### src/rtl/mem_port_arbiter.sv
// Arbitrates one 64-bit memory port between instruction fetch and load/store.
// Data has priority, fetch has a starvation guard, and at most one transaction is outstanding.
module mem_port_arbiter #(
    parameter int ADDR_W        = 64,
    parameter int MAX_D_STREAK  = 4,
    parameter bit INST_WORD_SEL = 1'b1
) (
    input  logic              clk,
    input  logic              rst_n,
    input  logic              if_req_valid,
    input  logic [ADDR_W-1:0] if_req_addr,
    output logic              if_req_ready,
    input  logic              if_flush,
    output logic              if_rsp_valid,
    output logic [31:0]       if_rsp_inst,
    input  logic              d_req_valid,
    input  logic [ADDR_W-1:0] d_req_addr,
    input  logic              d_req_we,
    input  logic [63:0]       d_req_wdata,
    input  logic [7:0]        d_req_wmask,
    output logic              d_req_ready,
    output logic              d_rsp_valid,
    output logic [63:0]       d_rsp_rdata,
    output logic              mem_req_valid,
    input  logic              mem_req_ready,
    output logic [ADDR_W-1:0] mem_req_addr,
    output logic              mem_req_we,
    output logic [63:0]       mem_req_wdata,
    output logic [7:0]        mem_req_wmask,
    input  logic              mem_rsp_valid,
    input  logic [63:0]       mem_rsp_rdata,
    output logic              busy
);

    localparam logic [0:0] S_IDLE = 1'b0;
    localparam logic [0:0] S_WAIT = 1'b1;
    localparam int STREAK_W = $clog2(MAX_D_STREAK + 2);

    logic [0:0]          state_q;
    logic                owner_if_q;
    logic                drop_q;
    logic                addr2_q;
    logic [STREAK_W-1:0] streak_q;

    logic in_idle;
    logic in_wait;
    logic if_eff;
    logic streak_full;
    logic grant_if;
    logic grant_d;
    logic issue;
    logic rsp_take;

    function automatic logic [31:0] sel_inst(input logic [63:0] rdata, input logic hi_word);
        if (INST_WORD_SEL && hi_word)
            return rdata[63:32];
        else
            return rdata[31:0];
    endfunction

    // Outputs are forced low while reset is held, even on the input pass-through paths.
    assign in_idle     = rst_n && (state_q == S_IDLE);
    assign in_wait     = rst_n && (state_q == S_WAIT);
    assign if_eff      = if_req_valid & ~if_flush;
    assign streak_full = (streak_q == STREAK_W'(MAX_D_STREAK));

    assign grant_if = in_idle & if_eff & (~d_req_valid | streak_full);
    assign grant_d  = in_idle & d_req_valid & ~grant_if;

    assign mem_req_valid = grant_if | grant_d;
    assign issue         = mem_req_valid & mem_req_ready;
    assign if_req_ready  = issue & grant_if;
    assign d_req_ready   = issue & grant_d;

    always_comb begin
        mem_req_addr  = '0;
        mem_req_we    = 1'b0;
        mem_req_wdata = '0;
        mem_req_wmask = '0;
        if (grant_d) begin
            mem_req_addr  = d_req_addr;
            mem_req_we    = d_req_we;
            mem_req_wdata = d_req_wdata;
            mem_req_wmask = d_req_wmask;
        end else if (grant_if) begin
            mem_req_addr  = if_req_addr;
        end
    end

    // Response routing is same-cycle; a flushed fetch swallows its response pulse.
    assign rsp_take     = in_wait & mem_rsp_valid;
    assign d_rsp_valid  = rsp_take & ~owner_if_q;
    assign d_rsp_rdata  = d_rsp_valid ? mem_rsp_rdata : '0;
    assign if_rsp_valid = rsp_take & owner_if_q & ~drop_q & ~if_flush;
    assign if_rsp_inst  = if_rsp_valid ? sel_inst(mem_rsp_rdata, addr2_q) : '0;
    assign busy         = in_wait;

    always_ff @(posedge clk or negedge rst_n) begin
        if (!rst_n) begin
            state_q    <= S_IDLE;
            owner_if_q <= 1'b0;
            drop_q     <= 1'b0;
            addr2_q    <= 1'b0;
            streak_q   <= '0;
        end else if (state_q == S_IDLE) begin
            if (issue) begin
                state_q    <= S_WAIT;
                owner_if_q <= grant_if;
                addr2_q    <= grant_if ? if_req_addr[2] : d_req_addr[2];
                drop_q     <= 1'b0;
            end
            // Streak counts data wins only while fetch is actually waiting.
            if (!if_eff)
                streak_q <= '0;
            else if (issue)
                streak_q <= (grant_d && !streak_full) ? streak_q + STREAK_W'(1) :
                            grant_d                   ? streak_q : '0;
        end else begin
            if (mem_rsp_valid) begin
                state_q <= S_IDLE;
                drop_q  <= 1'b0;
            end else if (owner_if_q && if_flush) begin
                drop_q  <= 1'b1;
            end
        end
    end

endmodule

### config.mk
export PLATFORM = sky130hd
export DESIGN_NAME = mem_port_arbiter
export DESIGN_NICKNAME = d
export VERILOG_FILES = /design/src/rtl/mem_port_arbiter.sv
export SDC_FILE = /design/constraint.sdc
export NUM_CORES = 1
export LEC_CHECK = 0
export ABC_AREA = 1
export BUFFER_PORTS_ARGS = -buffer_cell sky130_fd_sc_hd__buf_2
export CAP_MARGIN = 20
export CORE_AREA = 2 2 198 200
export DETAILED_ROUTE_END_ITERATION = 10
export DIE_AREA = 0 0 200 202
export GPL_ROUTABILITY_DRIVEN = 0
export PLACE_DENSITY = 0.32
export SYNTH_ARGS = -nofsm -noshare
export SYNTH_HDL_FRONTEND = slang
export SYNTH_SLANG_ARGS = --single-unit
### constraint.sdc
create_clock -name clk -period 2.1 [get_ports clk]
set_clock_uncertainty 0.15 [all_clocks]
set_input_delay 0.42 -clock clk [delete_from_list [all_inputs] [get_ports clk]]
set_output_delay 0.42 -clock clk [all_outputs]
set_load 0.03 [all_outputs]
; ---- Yosys cells after proc, flatten, opt, wreduce, memory -nomap -nowiden
; Cells that the tools add are included.
; W data, S select, Z words.
[classes]
n_addsub = 1
n_eq_ne = 4
muxes = 20
bitwise = 21
n_reduce_logical = 9
[op_table]
columns = cell, n
row1 = $mux W64, 4
row2 = $mux W32, 2
row3 = $and A1 B1 Y1, 13
row4 = $mux W3, 4
row5 = $mux W1, 9
row6 = $mux W8, 1
row7 = $ne A3 B2 Y1 const B, 2
row8 = $not A1 Y1, 6
row9 = $logic_and A1 B1 Y1, 4
row10 = $reduce_and A2 Y1, 2
row11 = $add A3 B1 Y3 const B, 1
row12 = $eq A3 B3 Y1 const B, 1
row13 = $reduce_and A3 Y1, 1
row14 = $ne A2 B1 Y1 const B, 1
row15 = $or A1 B1 Y1, 2
row16 = $reduce_bool A2 Y1, 1
row17 = $logic_not A1 Y1, 1
[totals]
ff_bits = 7
out_inout_bits = 239
wordCells = 60

; ---- Longest topological paths before layout
; Gate-level depths: netlist (run 1).
[logic_depth]
ltp_word = 10
mapped_depth = 10
mapped_depth_nobuf = 9

; ---- Least setup slack after synthesis (run 1)
; OpenSTA, ideal clock, no wires.
[synth_timing]
path_type = register to output
start = register addr2_q
end = output if_rsp_inst[31]
t_arrival_ns = 1.621
t_required_ns = 1.530
slack_ns = -0.091
path_stages_with_launch = 5
path_cell_list = dfrtp_1 -> buf_2 -> buf_1 -> nor2_1 -> a211oi_1
[synth_between]
elab_chain_cells = 2
[synth_lines]
columns = element, line_no
row1 = from (decl), 42  ; logic addr2_q;
row2 = from (signal assigned), 109  ; addr2_q <= grant_if ? if_req_addr[2] : d_req_addr[2];
row3 = $mux W32, 55  ; if (INST_WORD_SEL && hi_word)
row4 = $mux W32, 95  ; assign if_rsp_inst = if_rsp_valid ? sel_inst(mem_rsp_rdata, addr2_q) : '0;
row5 = to (decl), 15  ; output logic [31:0] if_rsp_inst,
; No other way between the ends.

; ---- Worst setup path after layout (run 1)
[layout_timing]
start = register streak_q[1]
end = output mem_req_addr[36]
[layout_between]
elab_chain_cells = 6
[layout_lines]
columns = element, line_no
row1 = from (decl), 43  ; logic [STREAK_W-1:0] streak_q;
row2 = from (signal assigned), 116  ; streak_q <= (grant_d && !streak_full) ? streak_q + STREAK_W'(1) :
row3 = $eq A3 B3 Y1 *, 65  ; assign streak_full = (streak_q == STREAK_W'(MAX_D_STREAK));
row4 = $or A1 B1 Y1 *, 67  ; assign grant_if = in_idle & if_eff & (~d_req_valid | streak_full);
row5 = $and A1 B1 Y1 *, 67
row6 = $not A1 Y1, 68  ; assign grant_d = in_idle & d_req_valid & ~grant_if;
row7 = $and A1 B1 Y1, 68
row8 = $mux W64 *, 80  ; if (grant_d) begin
row9 = to (decl), 26  ; output logic [ADDR_W-1:0] mem_req_addr,
; Every way passes the cells marked *; elsewhere a longest branch is shown, timed or not.

==> results.ini, run 1 <==
[floorplanning]
rows = 72
core-area_um2 = 38300
die_w_um = 200
design.die.area_um2 = 40400
start_util_pct = 8.31
io_pins = 511
dieHeight_um = 202

[synthesis]
yosys_warnings = 0
ys_seq_elements = 7
synth-edff-count = 0
netlist_instances = 683
synthArstFlopShare_pct = 100
synth.distinct_cells = 23
netlist_top_cells_area = nor2_1 (22%), nand3_1 (21%), inv_1 (17%)
yosys-top-cells-count = nor2_1 (188), inv_1 (147), nand3_1 (134)
avgSynthCellArea_um2 = 4.66
syn_nets = 957
yosysSeqAreaShare_pct = 5.51
synth_area_um2 = 3180
synth_most_common_cell = nor2_1
synth_top_area_share_pct = 22.2
synth_top_area_cell = nor2_1
ys.flop_type = dfrtp_1

[sta]
finalMaxSlewViolations = 0
hold_violations = 0
setup_slack_ps = -266
hold_slack_ps = 171
timing.fmax_mhz = 423
setup_viol_count_final = 232
max_slew_margin_pct = 77.7
tightest_slew_ps = 335
period_share_pct = 113
fin_crit_ps = 2370
grt_setup_unrepaired = yes

[detailed_routing]
drt_iter0_drc = 200
wire_per_inst_um = 14.9
antenna_left = 0
vias_per_cell = 3.67
drtPass1Iterations = 5
routed_wirelength_um = 26300
drc_errors = 0
via_count = 6466

[pwr]
power.leakage_nw = 5.30
p_per_area_nw_per_um2 = 267
power.total_w = 0.00259
peakVddDrop_mv = 0.152

[cts]
clk_pin_slew_ps = 40
cts.root.buffer_cell = clkbuf_16
cts_sinks = 7
ctsLongestPathBuffers = 2
numCtsBuffers = 3
clock_latency_ps = 230
cts_tree = done
h-tree-depth = 1

[global_routing]
grt_pass1_vias = 6012
grt_pass1_wl_um = 32800
grtUsageTotal_pct = 10.4
antenna_found_initial = 3
grt_max_degree = 53
overflow = 0

[placed_design]
port_buffers = 510
dpl.hpwl_um = 19600
dpl_cell_area_um2 = 6810

[run]
cap_violations = 0

[finish]
nFillCells = 4208
fin_nets = 1520
drive_gt1_share_pct = 63.1
final_core_util_pct = 25.4
finalInstanceArea_um2 = 9710
diodes = 0
syn_to_final_growth_pct = 205

[worst_setup_path]
start_kind = flip-flop
cp_common_cell = buf_4
max_stage_delay_ps = 390
r2r_cells = 11
crit_fanout = 26
r2r-start = streak_q[1]
critPathRequiredTime_ps = 1530
path_cells = inv_1, ha_2, nand2_2, nand2_4, nand3_4, buf_4, buf_16, nand3_1, nand2_1, buf_4
slowest_stage = dfrtp_1
cp.arrival_ps = 1800
r2r-end = addr2_q
crit_type = flip-flop to output port
rrSetupSlack_ps = 390
worstSetupEndpointType = output port

[worst_hold_path]
hp-class = input port to asynchronous set/reset pin

[run_status]
status = finished, violations left
violations = negative setup slack

[kinds of logic after synthesis]
| kind of cell | share of synthesized area (%) |
|---|---|
| DFF | 5.51 |
| adders and majority gates | 0.787 |
| and+or+nand+nor | 60.0 |
| buffers and inverters | 28.0 |
| AOI/OAI and AO/OA | 5.67 |
[state kept, by name (all words and copies together), names as in the netlist]
register	count
state_q	1
owner_if_q	1
drop_q	1
addr2_q	1
streak_q	3
[power breakdown]
group / internal, W / leakage, nW / switching (W)
clock network: 0.000253 / 0.0382 / 0.0000727
logic: 0.000876 / 5.17 / 0.00122
registers: 0.000149 / 0.0918 / 0.0000264
[area by class of cell]
cell class | instances | area [µm²] | share of cell area, %
Clock buffer | 4 | 78.8 | 0.811
Inverter | 150 | 583 | 6.00
Multi-Input combinational cell | 476 | 3110 | 32.0
Sequential cell | 7 | 178 | 1.83
Tap cell | 518 | 648 | 6.67
Timing Repair Buffer | 607 | 5100 | 52.5
Timing Repair inverter | 1 | 11.3 | 0.116
[how the worst max path moves through the flow]
stage	from	to	slack, ps	depth (start not counted)
global route	streak_q[0]	mem_req_wdata[48]	-390	10
detailed placement	rst_n	mem_req_addr[62]	-180	9
finish	streak_q[1]	mem_req_addr[36]	-270	10
CTS	streak_q[1]	mem_req_addr[55]	-270	9
global placement	rst_n	mem_req_addr[62]	-170	9
floorplan	state_q	d_rsp_rdata[13]	-50	7
[routing by layer]
metal,track usage (%),part of all wire [%],wire (µm),up-vias
met5,0,0.061,16,-
met4,0.794,0.87,228,4
met3,1.59,7.5,1970,18
met2,22.2,57,14900,349
met1,10.8,35,9170,2926
li1,-,-,-,3169
[critical path: cells and delay by family (launching register included)]
family	cells	cell delay (ps)
AND/OR/NAND/NOR	5	430
flip-flops	1	390
buffers and inverters	4	560
adder cells (fa/ha/maj)	1	160
[per-stage QoR]
stage / setup slack, ps / setup TNS [ps] / std cells
2_1_floorplan: -49.4 / -4390 / 683
5_1_grt: -394 / -68460 / 1763
3_3_place_gp: -175 / -14270 / 1725
4_1_cts: -268 / -36550 / 1741
3_5_place_dp: -184 / -13340 / 1725
6_report: -266 / -40610 / 1763
[cell usage in the layout (no fill, tap or decap), types with 2 or more instances in the layout]
| cell type | count |
|---|---|
| inv_1 | 145 |
| nor2_4 | 121 |
| nor2_2 | 18 |
| o21ai_0 | 2 |
| dfrtp_1 | 5 |
| nand2_1 | 74 |
| clkbuf_16 | 13 |
| bufbuf_16 | 2 |
| buf_2 | 286 |
| nand3_4 | 2 |
| nand2_2 | 13 |
| buf_12 | 25 |
| buf_6 | 160 |
| nand3_2 | 8 |
| buf_4 | 113 |
| buf_16 | 4 |
| dfrtp_2 | 2 |
| buf_8 | 5 |
| nand3_1 | 125 |
| inv_2 | 2 |
| nand2_4 | 2 |
| a21oi_1 | 31 |
| nor2_1 | 73 |
[what timing repair did]
item | CTS | global route
setup buffers | 7 | 8
gates resized for setup | 180 | 613
endpoints found under the hold margin | 7 | 0
gates cloned | 4 | 14
setup endpoints to repair | 233 | 236
pin swaps | 1 | 3
hold buffers | 1 | 0
Power figures use the tool's default switching activity.
==> run 2: changes to the inputs <==
--- a/config.mk
+++ b/config.mk
@@ -12,6 +12,7 @@
 export DETAILED_ROUTE_END_ITERATION = 10
 export DIE_AREA = 0 0 200 202
 export GPL_ROUTABILITY_DRIVEN = 0
+export MAX_ROUTING_LAYER = met4
 export PLACE_DENSITY = 0.32
 export SYNTH_ARGS = -nofsm -noshare
 export SYNTH_HDL_FRONTEND = slang
==> results.ini, run 2 (same netlist as run 1, synthesis figures left out) <==
[global_routing]
overflow = 0  ; unchanged
grt_pass1_wl_um = 32700  ; -0.17%
grt_max_degree = 53  ; unchanged
antenna_found_initial = 3  ; unchanged
grt_pass1_vias = 6017  ; +0.083%
grtUsageTotal_pct = 10.7  ; +0.31 points

[pwr]
power.share.clock_pct = 12.6  ; about the same
power_switching_w = 0.00131  ; about the same
p_per_area_nw_per_um2 = 267  ; -0.11%
p_sw_share_pct = 50.7  ; about the same
peakVddDrop_mv = 0.153  ; +0.72%
power.total_w = 0.00259  ; about the same
pwr-share-comb_pct = 80.7  ; about the same
power.leakage_nw = 5.29  ; about the same
p_int_w = 0.00128  ; about the same
seq_power_share_pct = 6.7  ; about the same

[finish]
nFillCells = 4198  ; -0.24%
ff_latch_area_um2 = 178  ; unchanged
fin_nets = 1520  ; unchanged
layout_common_cells = buf_2 (286), buf_6 (160), inv_1 (145)
syn_to_final_growth_pct = 206  ; about the same
multi_input_area_um2 = 3120  ; +0.24%
drive_gt1_share_pct = 63.0  ; -0.080 points
mostFrequentLayoutCell = buf_2
largest_register_ffs = 3  ; unchanged
top_register = streak_q

[sta]
grt_setup_unrepaired = yes
hold_slack_ps = 169  ; -1.36 ps
timing.fmax_mhz = 423  ; about the same
period_share_pct = 113  ; about the same
tightest_slew_ps = 330  ; -5.06 ps
setup_viol_count_final = 232  ; unchanged
fin_crit_ps = 2360  ; -2.05 ps
setup_slack_ps = -264  ; +2.05 ps
max_slew_margin_pct = 78.0  ; +0.34 points
hold_violations = 0  ; unchanged
finalMaxSlewViolations = 0  ; unchanged

[detailed_routing]
drt_iter0_drc = 190  ; -5.0%
routed_wirelength_um = 26200  ; -0.30%
drtPass1Iterations = 4  ; -1
drc_errors = 0  ; unchanged
wire_per_inst_um = 14.9  ; -0.41%
via_count = 6432  ; -0.53%
antenna_left = 0  ; unchanged
vias_per_cell = 3.64  ; -0.64%

[worst_setup_path]
worstSetupEndpointType = output port
max_stage_delay_ps = 390  ; about the same
r2r_cells = 11  ; unchanged
rrSetupSlack_ps = 390  ; about the same
start_kind = flip-flop
crit_type = flip-flop to output port
path_cells = inv_1, ha_2, nand2_2, nand2_4, nand3_4, buf_4, buf_16, nand3_1, nand2_1, buf_4
cp_common_cell = buf_4
slowest_stage = dfrtp_1
crit_fanout = 26  ; unchanged
cp.arrival_ps = 1790  ; about the same
critPathRequiredTime_ps = 1530  ; about the same

[cts]
ctsLongestPathBuffers = 2  ; unchanged
clock_latency_ps = 230  ; about the same
cts.root.buffer_cell = clkbuf_16
numCtsBuffers = 3  ; unchanged
cts_sinks = 7  ; unchanged
h-tree-depth = 1  ; unchanged
clk_pin_slew_ps = 40  ; about the same
cts_tree = done

[floorplanning]
core-area_um2 = 38300  ; unchanged
design.die.area_um2 = 40400  ; unchanged
start_util_pct = 8.31  ; unchanged
rows = 72  ; unchanged
dieHeight_um = 202  ; unchanged
io_pins = 511  ; unchanged
die_w_um = 200  ; unchanged

[placed_design]
dpl.hpwl_um = 19600  ; unchanged
port_buffers = 510  ; unchanged

[run_status]
status = finished, violations left
violations = negative setup slack

[run]
cap_violations = 0  ; unchanged

[worst_hold_path]
hp-class = input port to asynchronous set/reset pin

==> run 2: critical path: cells and delay by family (launching register included) <==
family                   cells  cell delay (ps)
flip-flops                   1              390
buffers and inverters        4              560
AND/OR/NAND/NOR              5              430
adder cells (fa/ha/maj)      1              160
==> run 2: worst paths after layout <==
| kind | start | end |
|---|---|---|
| worst max-delay path | streak_q[1] | mem_req_addr[36] |
| worst min-delay path | rst_n | drop_q |
| worst max register to register | streak_q[1] | addr2_q |
| worst min register to register | drop_q | drop_q |
| max in group asynchronous | rst_n | addr2_q |
| min in group clk | mem_rsp_valid | state_q |
==> run 2: metal layers <==
metal  GRT usage, %  wire length [µm]  up-vias
li1               -                 -     3175
met1           11.0              9350     2916
met2           22.1             14900      329
met3           1.20              1770       12
met4          0.794               213        0
met5              -                 0        -
==> run 2: final cells by class <==
cell class	count	share of cell area, %
Tap cell	518	6.67
Inverter	150	6.00
Sequential cell	7	1.83
Timing Repair Buffer	607	52.4
Antenna cell	2	0.0515
Clock buffer	4	0.811
Timing Repair inverter	1	0.116
Multi-Input combinational cell	476	32.1
==> run 2: per-stage QoR <==
step	util, %	instance area, µm²	worst slack [ps]	std cells	setup TNS [ps]
2_1_floorplan	-	3210	-49.4	683	-4390
3_3_place_gp	17.8	6810	-175	1725	-14270
3_5_place_dp	17.8	6810	-184	1725	-13340
4_1_cts	19.8	7590	-268	1741	-36550
5_1_grt	25.4	9720	-394	1765	-68400
6_report	25.4	9720	-264	1765	-40080
==> run 2: repair_timing <==
action                                 in CTS  in global routing
setup endpoints to repair                 233                236
hold buffers                                1                  0
buffers inserted                            7                  8
gates cloned                                4                 14
endpoints found under the hold margin       7                  0
pin swaps                                   1                  3
resized for setup                         180                613
==> run 2: power groups by stage <==
stage / registers [W] / clock network, W / logic, W
2_1_floorplan: 0.000159 / 0 / 0.000874
3_3_place_gp: 0.000180 / 0 / 0.00156
3_5_place_dp: 0.000179 / 0 / 0.00155
4_1_cts: 0.000178 / 0.000334 / 0.00173
5_1_grt: 0.000179 / 0.000346 / 0.00224
6_report: 0.000175 / 0.000326 / 0.00209
